===== config.mk =====
export PLATFORM = sky130hd
export DESIGN_NAME = secuencia_lectura_rtc
export DESIGN_NICKNAME = d
export VERILOG_FILES = /design/src/rtl/secuencia_lectura_rtc.sv
export SDC_FILE = /design/constraint.sdc
export NUM_CORES = 1
export LEC_CHECK = 0
export BUFFER_PORTS_ARGS = -buffer_cell sky130_fd_sc_hd__buf_2
export CAP_MARGIN = 30
export CORE_UTILIZATION = 60
export CTS_BUF_LIST = sky130_fd_sc_hd__clkbuf_4 sky130_fd_sc_hd__clkbuf_8
export CTS_CLUSTER_DIAMETER = 200
export CTS_CLUSTER_SIZE = 10
export DETAILED_ROUTE_END_ITERATION = 7
export HOLD_SLACK_MARGIN = 0.15
export MAX_ROUTING_LAYER = met4
export PLACE_DENSITY = 0.95
export SLEW_MARGIN = 20
export SYNTH_ARGS = -nofsm -noshare
export SYNTH_HDL_FRONTEND = slang
export SYNTH_SLANG_ARGS = --single-unit

===== constraint.sdc =====
create_clock -name clk -period 5.7 [get_ports clk]
set_clock_uncertainty 0.1 [all_clocks]
set_input_delay 0.855 -clock clk [delete_from_list [all_inputs] [get_ports clk]]
set_output_delay 0.855 -clock clk [all_outputs]
set_load 0.01 [all_outputs]

===== src/rtl/secuencia_lectura_rtc.sv =====
// secuencia_lectura_rtc
// Sequences one RTC read sweep over ten registers (seconds..timer). For each
// local index the matching RTC address is requested on the bus, and the
// returned byte is handed to the hold decoder with an active-low load strobe.
// Indices that belong to the group currently being edited by the user are
// skipped, so the value being typed in is not overwritten by the live RTC.
//
// state | meaning
// ------+--------------------------------------------------------------
// IDLE  | waiting for iniciar; outputs parked, index/address held
// SKIP  | decide whether the current index is read or skipped
// REQ   | bus read requested, waiting for bus_done (bounded by TIMEOUT)
// LOAD  | one-cycle reg_rd low strobe at addr_mem_local = index
// NEXT  | advance index, or finish after index 9
// DONE  | one-cycle fin_lectura pulse, back to IDLE

module secuencia_lectura_rtc #(
    parameter logic [7:0] TIMEOUT = 8'd200
) (
    input  logic       clk,
    input  logic       reset,
    input  logic       iniciar,
    input  logic [1:0] funcion_conf_in,
    input  logic       bus_done,
    output logic       req_bus,
    output logic [7:0] dir_rtc,
    output logic [3:0] addr_mem_local,
    output logic       reg_rd,
    output logic [1:0] funcion_conf,
    output logic       busy,
    output logic       fin_lectura,
    output logic       error_to
);

    typedef enum logic [2:0] {
        ST_IDLE = 3'd0,
        ST_SKIP = 3'd1,
        ST_REQ  = 3'd2,
        ST_LOAD = 3'd3,
        ST_NEXT = 3'd4,
        ST_DONE = 3'd5
    } state_t;

    localparam logic [3:0] LAST_IDX = 4'd9;

    state_t     state_q, state_d;
    logic [3:0] idx_q,   idx_d;
    logic [7:0] cnt_q,   cnt_d;
    logic [1:0] conf_q,  conf_d;
    logic       err_q,   err_d;

    logic       skip_idx;
    logic       cnt_last;
    logic [7:0] dir_map;

    // The wait counter holds the number of REQ cycles already elapsed; the
    // current cycle is the last allowed one when that count + 1 hits TIMEOUT.
    assign cnt_last = (({1'b0, cnt_q} + 9'd1) == {1'b0, TIMEOUT});

    // Index belongs to the group the user is editing in the latched mode.
    always_comb begin
        skip_idx = 1'b0;
        case (conf_q)
            2'b01:   skip_idx = (idx_q <= 4'd2);
            2'b10:   skip_idx = (idx_q >= 4'd3) && (idx_q <= 4'd6);
            2'b11:   skip_idx = (idx_q >= 4'd7);
            default: skip_idx = 1'b0;
        endcase
    end

    // Local index to RTC register address: time/date block at 0x21, timer at 0x41.
    always_comb begin
        dir_map = 8'h00;
        case (idx_q)
            4'd0:    dir_map = 8'h21;
            4'd1:    dir_map = 8'h22;
            4'd2:    dir_map = 8'h23;
            4'd3:    dir_map = 8'h24;
            4'd4:    dir_map = 8'h25;
            4'd5:    dir_map = 8'h26;
            4'd6:    dir_map = 8'h27;
            4'd7:    dir_map = 8'h41;
            4'd8:    dir_map = 8'h42;
            4'd9:    dir_map = 8'h43;
            default: dir_map = 8'h00;
        endcase
    end

    // State, index, wait counter, latched mode and sticky timeout flag.
    always_ff @(posedge clk or posedge reset) begin
        if (reset) begin
            state_q <= ST_IDLE;
            idx_q   <= 4'd0;
            cnt_q   <= 8'd0;
            conf_q  <= 2'b00;
            err_q   <= 1'b0;
        end else begin
            state_q <= state_d;
            idx_q   <= idx_d;
            cnt_q   <= cnt_d;
            conf_q  <= conf_d;
            err_q   <= err_d;
        end
    end

    // Next-state logic; iniciar is only looked at in IDLE, so pulses during a
    // sweep are simply lost. bus_done wins over a simultaneous timeout.
    always_comb begin
        state_d = state_q;
        idx_d   = idx_q;
        cnt_d   = cnt_q;
        conf_d  = conf_q;
        err_d   = err_q;
        case (state_q)
            ST_IDLE: begin
                if (iniciar) begin
                    conf_d  = funcion_conf_in;
                    idx_d   = 4'd0;
                    cnt_d   = 8'd0;
                    err_d   = 1'b0;
                    state_d = ST_SKIP;
                end
            end
            ST_SKIP: begin
                cnt_d   = 8'd0;
                state_d = skip_idx ? ST_NEXT : ST_REQ;
            end
            ST_REQ: begin
                if (bus_done) begin
                    cnt_d   = 8'd0;
                    state_d = ST_LOAD;
                end else if (cnt_last) begin
                    cnt_d   = 8'd0;
                    err_d   = 1'b1;
                    state_d = ST_IDLE;
                end else begin
                    cnt_d   = cnt_q + 8'd1;
                end
            end
            ST_LOAD: begin
                state_d = ST_NEXT;
            end
            ST_NEXT: begin
                if (idx_q == LAST_IDX) begin
                    state_d = ST_DONE;
                end else begin
                    idx_d   = idx_q + 4'd1;
                    state_d = ST_SKIP;
                end
            end
            ST_DONE: begin
                state_d = ST_IDLE;
            end
            default: begin
                state_d = ST_IDLE;
            end
        endcase
    end

    // Moore outputs decoded from the registered state so none of them depend
    // combinationally on the inputs, and reset forces them immediately.
    always_comb begin
        req_bus     = (state_q == ST_REQ);
        reg_rd      = (state_q != ST_LOAD);
        busy        = (state_q != ST_IDLE);
        fin_lectura = (state_q == ST_DONE);
        dir_rtc     = (state_q == ST_IDLE) ? 8'h00 : dir_map;
    end

    assign addr_mem_local = idx_q;
    assign funcion_conf   = conf_q;
    assign error_to       = err_q;

endmodule


==> reports/summary.md <==
The run finished with clean final reports. Y dimension of the die: 47.42 µm. At the worst endpoint, the arrival time is 1.86 ns. The normalized max-slew margin was 0.5423. The most frequently used cell type in the post-synthesis netlist was sky130_fd_sc_hd__dfrtp_1. The clock sink count came out at 18. Counting distinct cell types in the post-synthesis netlist gives 44.

By startpoint and endpoint, the worst setup path is classified as flip-flop to output pin. The later pin in the worst-skew pair is clocked with a latency of 0.29 ns. Synthesis produced 142 cells. Number of global-route vias before repair: 1030. After synthesis, the most frequently instantiated cells are sky130_fd_sc_hd__dfrtp_1 (18), sky130_fd_sc_hd__nor2_1 (15), sky130_fd_sc_hd__nand2_1 (12), sky130_fd_sc_hd__o21ai_0 (12).

The run gives 0.3165 as the met1 usage. For the count of standard-cell rows, the log shows 16. The run gives 0 as the global route total overflow. Fraction of the cycle the final worst path needs: 0.4947.

The core region is 1942 µm². Setup violations remaining at the end of the flow were counted as 0. The logs give 4195 µm for the global-route wire length before repair and 5 for the number of iterations in the first detailed-routing pass. The average wire per standard cell is 14.94 µm.

The portion of synthesized cell area occupied by the leading cell type came out at 0.3640. Clock edge transition at the registers on the reported setup and hold paths: 0.10 ns. The critical path goes through nor3_1 -> inv_1 -> o21a_1 -> buf_2. Summed over all layers, the routed wires come to 2794 µm. During synthesis, Yosys emitted a total of 0 warnings. The most used flip-flop cell after synthesis is sky130_fd_sc_hd__dfrtp_1.

25 I/O pins were placed. Final critical path time including I/O delays and setup: 2.820 ns. The clock root buffer was sky130_fd_sc_hd__clkbuf_4. The slowest stage of the critical path belongs to the cell sky130_fd_sc_hd__nor3_1. No sink is reached through more buffers than the 2 on the longest clock path. In the routed design, unresolved DRC markers number 0. The repair_antennas step left the layout with diodes totalling 0. For this run, the slowest stage of the critical path takes 0.60 ns.

Setup repair after global routing left no endpoint under its margin. Max-cap violations in this run came to 0. Power spread over the standard cell area amounts to 380.1 nW/µm².

After synthesis, the cell types taking the most area are sky130_fd_sc_hd__dfrtp_1 (36%), sky130_fd_sc_hd__ha_1 (6.1%), sky130_fd_sc_hd__o21ai_0 (4.9%). The run gives 1237 µm² as the post-synthesis cell area. Nature of the critical path endpoint: an output pin. The number of instances on the worst hold path was 1.

The layout-stage area growth over the synthesis result works out to 10.01%. Share of cells above drive strength 1: 0.2000. For the global-route track usage on met3, the log shows 0.05283. For the number of buffers inserted for hold repair after clock tree synthesis, the log shows 0. The synthesized flop and latch total works out to 18. The logs give 0.6425 nW for the leakage power and 0 for the number of antenna violations at the first check in global routing. The actual slew at the worst max-slew pin is 0.6858 ns, and the starting density of the core is 0.6372. The total area of sequential cells was 450.4 µm²; the mean instance size in the synthesized netlist was 8.714 µm².

The logs give 0 ns for the final total negative setup slack and 1 for the H-tree depth. The fraction of synthesis flops using an asynchronous set or reset pin was 1.000; the area enclosed by the die boundary was 2248 µm². The overall die width works out to 47.42 µm. The tools report the half-perimeter wire length of the detailed placement result as 2040 µm. At the end of routability-driven placement, the weighted congestion stood at 0.9270. The tools report the largest vdd supply drop as 0.2747 mV. TritonCTS built the clock tree. The detailed router placed 1153 vias in this run.

The tools report the number of max-slew violations in the final report as 0. Yosys mapped a number of flops with a built-in enable equal to 0. The initial detailed-routing violation count is 41. In this run the remaining antenna-violating nets after routing total 0.

For the utilization of the core after routing, the log shows 0.7010. Filler cell count in the final layout: 158. The element type at the critical path start was a flip-flop. For this run, the top clock speed supported by timing is 354.6 MHz. The run gives 0 as the final hold violation count. Buffers added to address setup during post-CTS repair amount to 0. The run gives 19 as the largest net degree at the start of global routing. During placement, the flow inserted port buffers numbering 21. The leading area contributor after synthesis was sky130_fd_sc_hd__dfrtp_1. In this run, CTS created clock tree buffers numbering 3. The maximum fanout count along the critical path is 11, and the global-route total usage across every layer is 0.2782. The layer flagged by global routing as most heavily used is met2. The global-route track usage on met2 was 0.4603. Using the TritonRoute via totals, the vias-per-cell ratio works out to 6.166. The required time at the endpoint of the critical path is 4.74 ns. For the sequential share of the synthesized area, the log shows 0.3640.

The class of the tightest hold or removal check is flip-flop to flip-flop. The total of cells resized after clock tree synthesis came out at 0. At the end of the flow, the number of nets in the layout was 173.

The count of cells along the worst register-to-register path was 6. In the final layout, the multi-input gates occupy 708.2 µm².
layer usage:
layer  routed length (µm)  up-vias
li1                     -      552
met1                 1182      543
met2                 1445       54
met3                  143        4
met4                   23        0
met5                    0        -
state kept, by name (all words and copies together) (netlist names):
| name | flops |
|---|---|
| state_q | 3 |
| funcion_conf | 2 |
| addr_mem_local | 4 |
| cnt_q | 8 |
| error_to | 1 |
cell usage in the layout, fill, tap and decap left out, drive strengths merged, types with 2 or more instances in the layout:
master   instances
and3b            2
a32o             2
buf             21
o21ai           12
a21o             3
a21boi           2
ha               6
nand2           12
nand3            6
o21a             2
nand4            2
dfrtp           18
nor2            15
o31ai            3
inv              6
mux2             2
conb             3
nand3b           4
clkbuf           5
xnor2            3
nand4b           2
nor3             6
a21oi            4
o2111ai          3
kinds of logic (layout without fill, tap and decap cells):
kind of cell | count (synthesis) | count (layout) | synth area share
adders and majority gates | 6 | 6 | 0.06067
DFF | 18 | 18 | 0.3640
muxes | 2 | 2 | 0.01820
and+or+nand+nor | 60 | 60 | 0.2579
xor gates and xnor gates | 3 | 3 | 0.02124
AOI/OAI and AO/OA | 36 | 36 | 0.2053
buffers and inverters | 16 | 32 | 0.06977
other | 1 | 3 | 0.003030
power breakdown:
group          switching [W]  internal (W)
sequential         0.0000527      0.000155
clock              0.0000399     0.0000389
combinational       0.000134     0.0000970
stage by stage:
stage / hold WS (ns) / setup WS, ns / instance area [µm²] / std cells / total power, W
after floorplan: 0.3672 / 3.314 / 1245 / 144 / 0.0003566
after global placement: 0.3751 / 3.395 / 1320 / 182 / 0.0004160
after detailed placement: 0.3826 / 3.204 / 1320 / 182 / 0.0004307
after CTS: 0.4067 / 2.879 / 1356 / 186 / 0.0005092
after global routing: 0.4421 / 2.771 / 1361 / 187 / 0.0005533
final: 0.4028 / 2.880 / 1361 / 187 / 0.0005174
critical path, delay by kind of cell, from the launching register on:
family,cells,cell delay (ns)
flip-flops,1,0.50
AND/OR/NAND/NOR,1,0.60
buffers and inverters,2,0.32
AO/OA/AOI/OAI,1,0.15
worst paths after layout:
path                             from                end  slack, ns
max in group asynchronous       reset           cnt_q[1]       4.52
hold / removal               error_to           error_to       0.40
setup / recovery           state_q[0]         dir_rtc[1]       2.88
setup reg to reg             cnt_q[0]           cnt_q[7]       3.48
min in group asynchronous       reset  addr_mem_local[3]       0.55
hold reg to reg              error_to           error_to       0.40
layout make-up:
| class | instances | area share |
|---|---|---|
| multi-input combinational | 110 | 0.5202 |
| sequential | 18 | 0.3309 |
| timing repair buffer | 22 | 0.08088 |
| clock buffer | 4 | 0.02665 |
| tap | 27 | 0.02482 |
| inverter | 6 | 0.01654 |
Note: power is estimated with default switching activity, not from simulation.
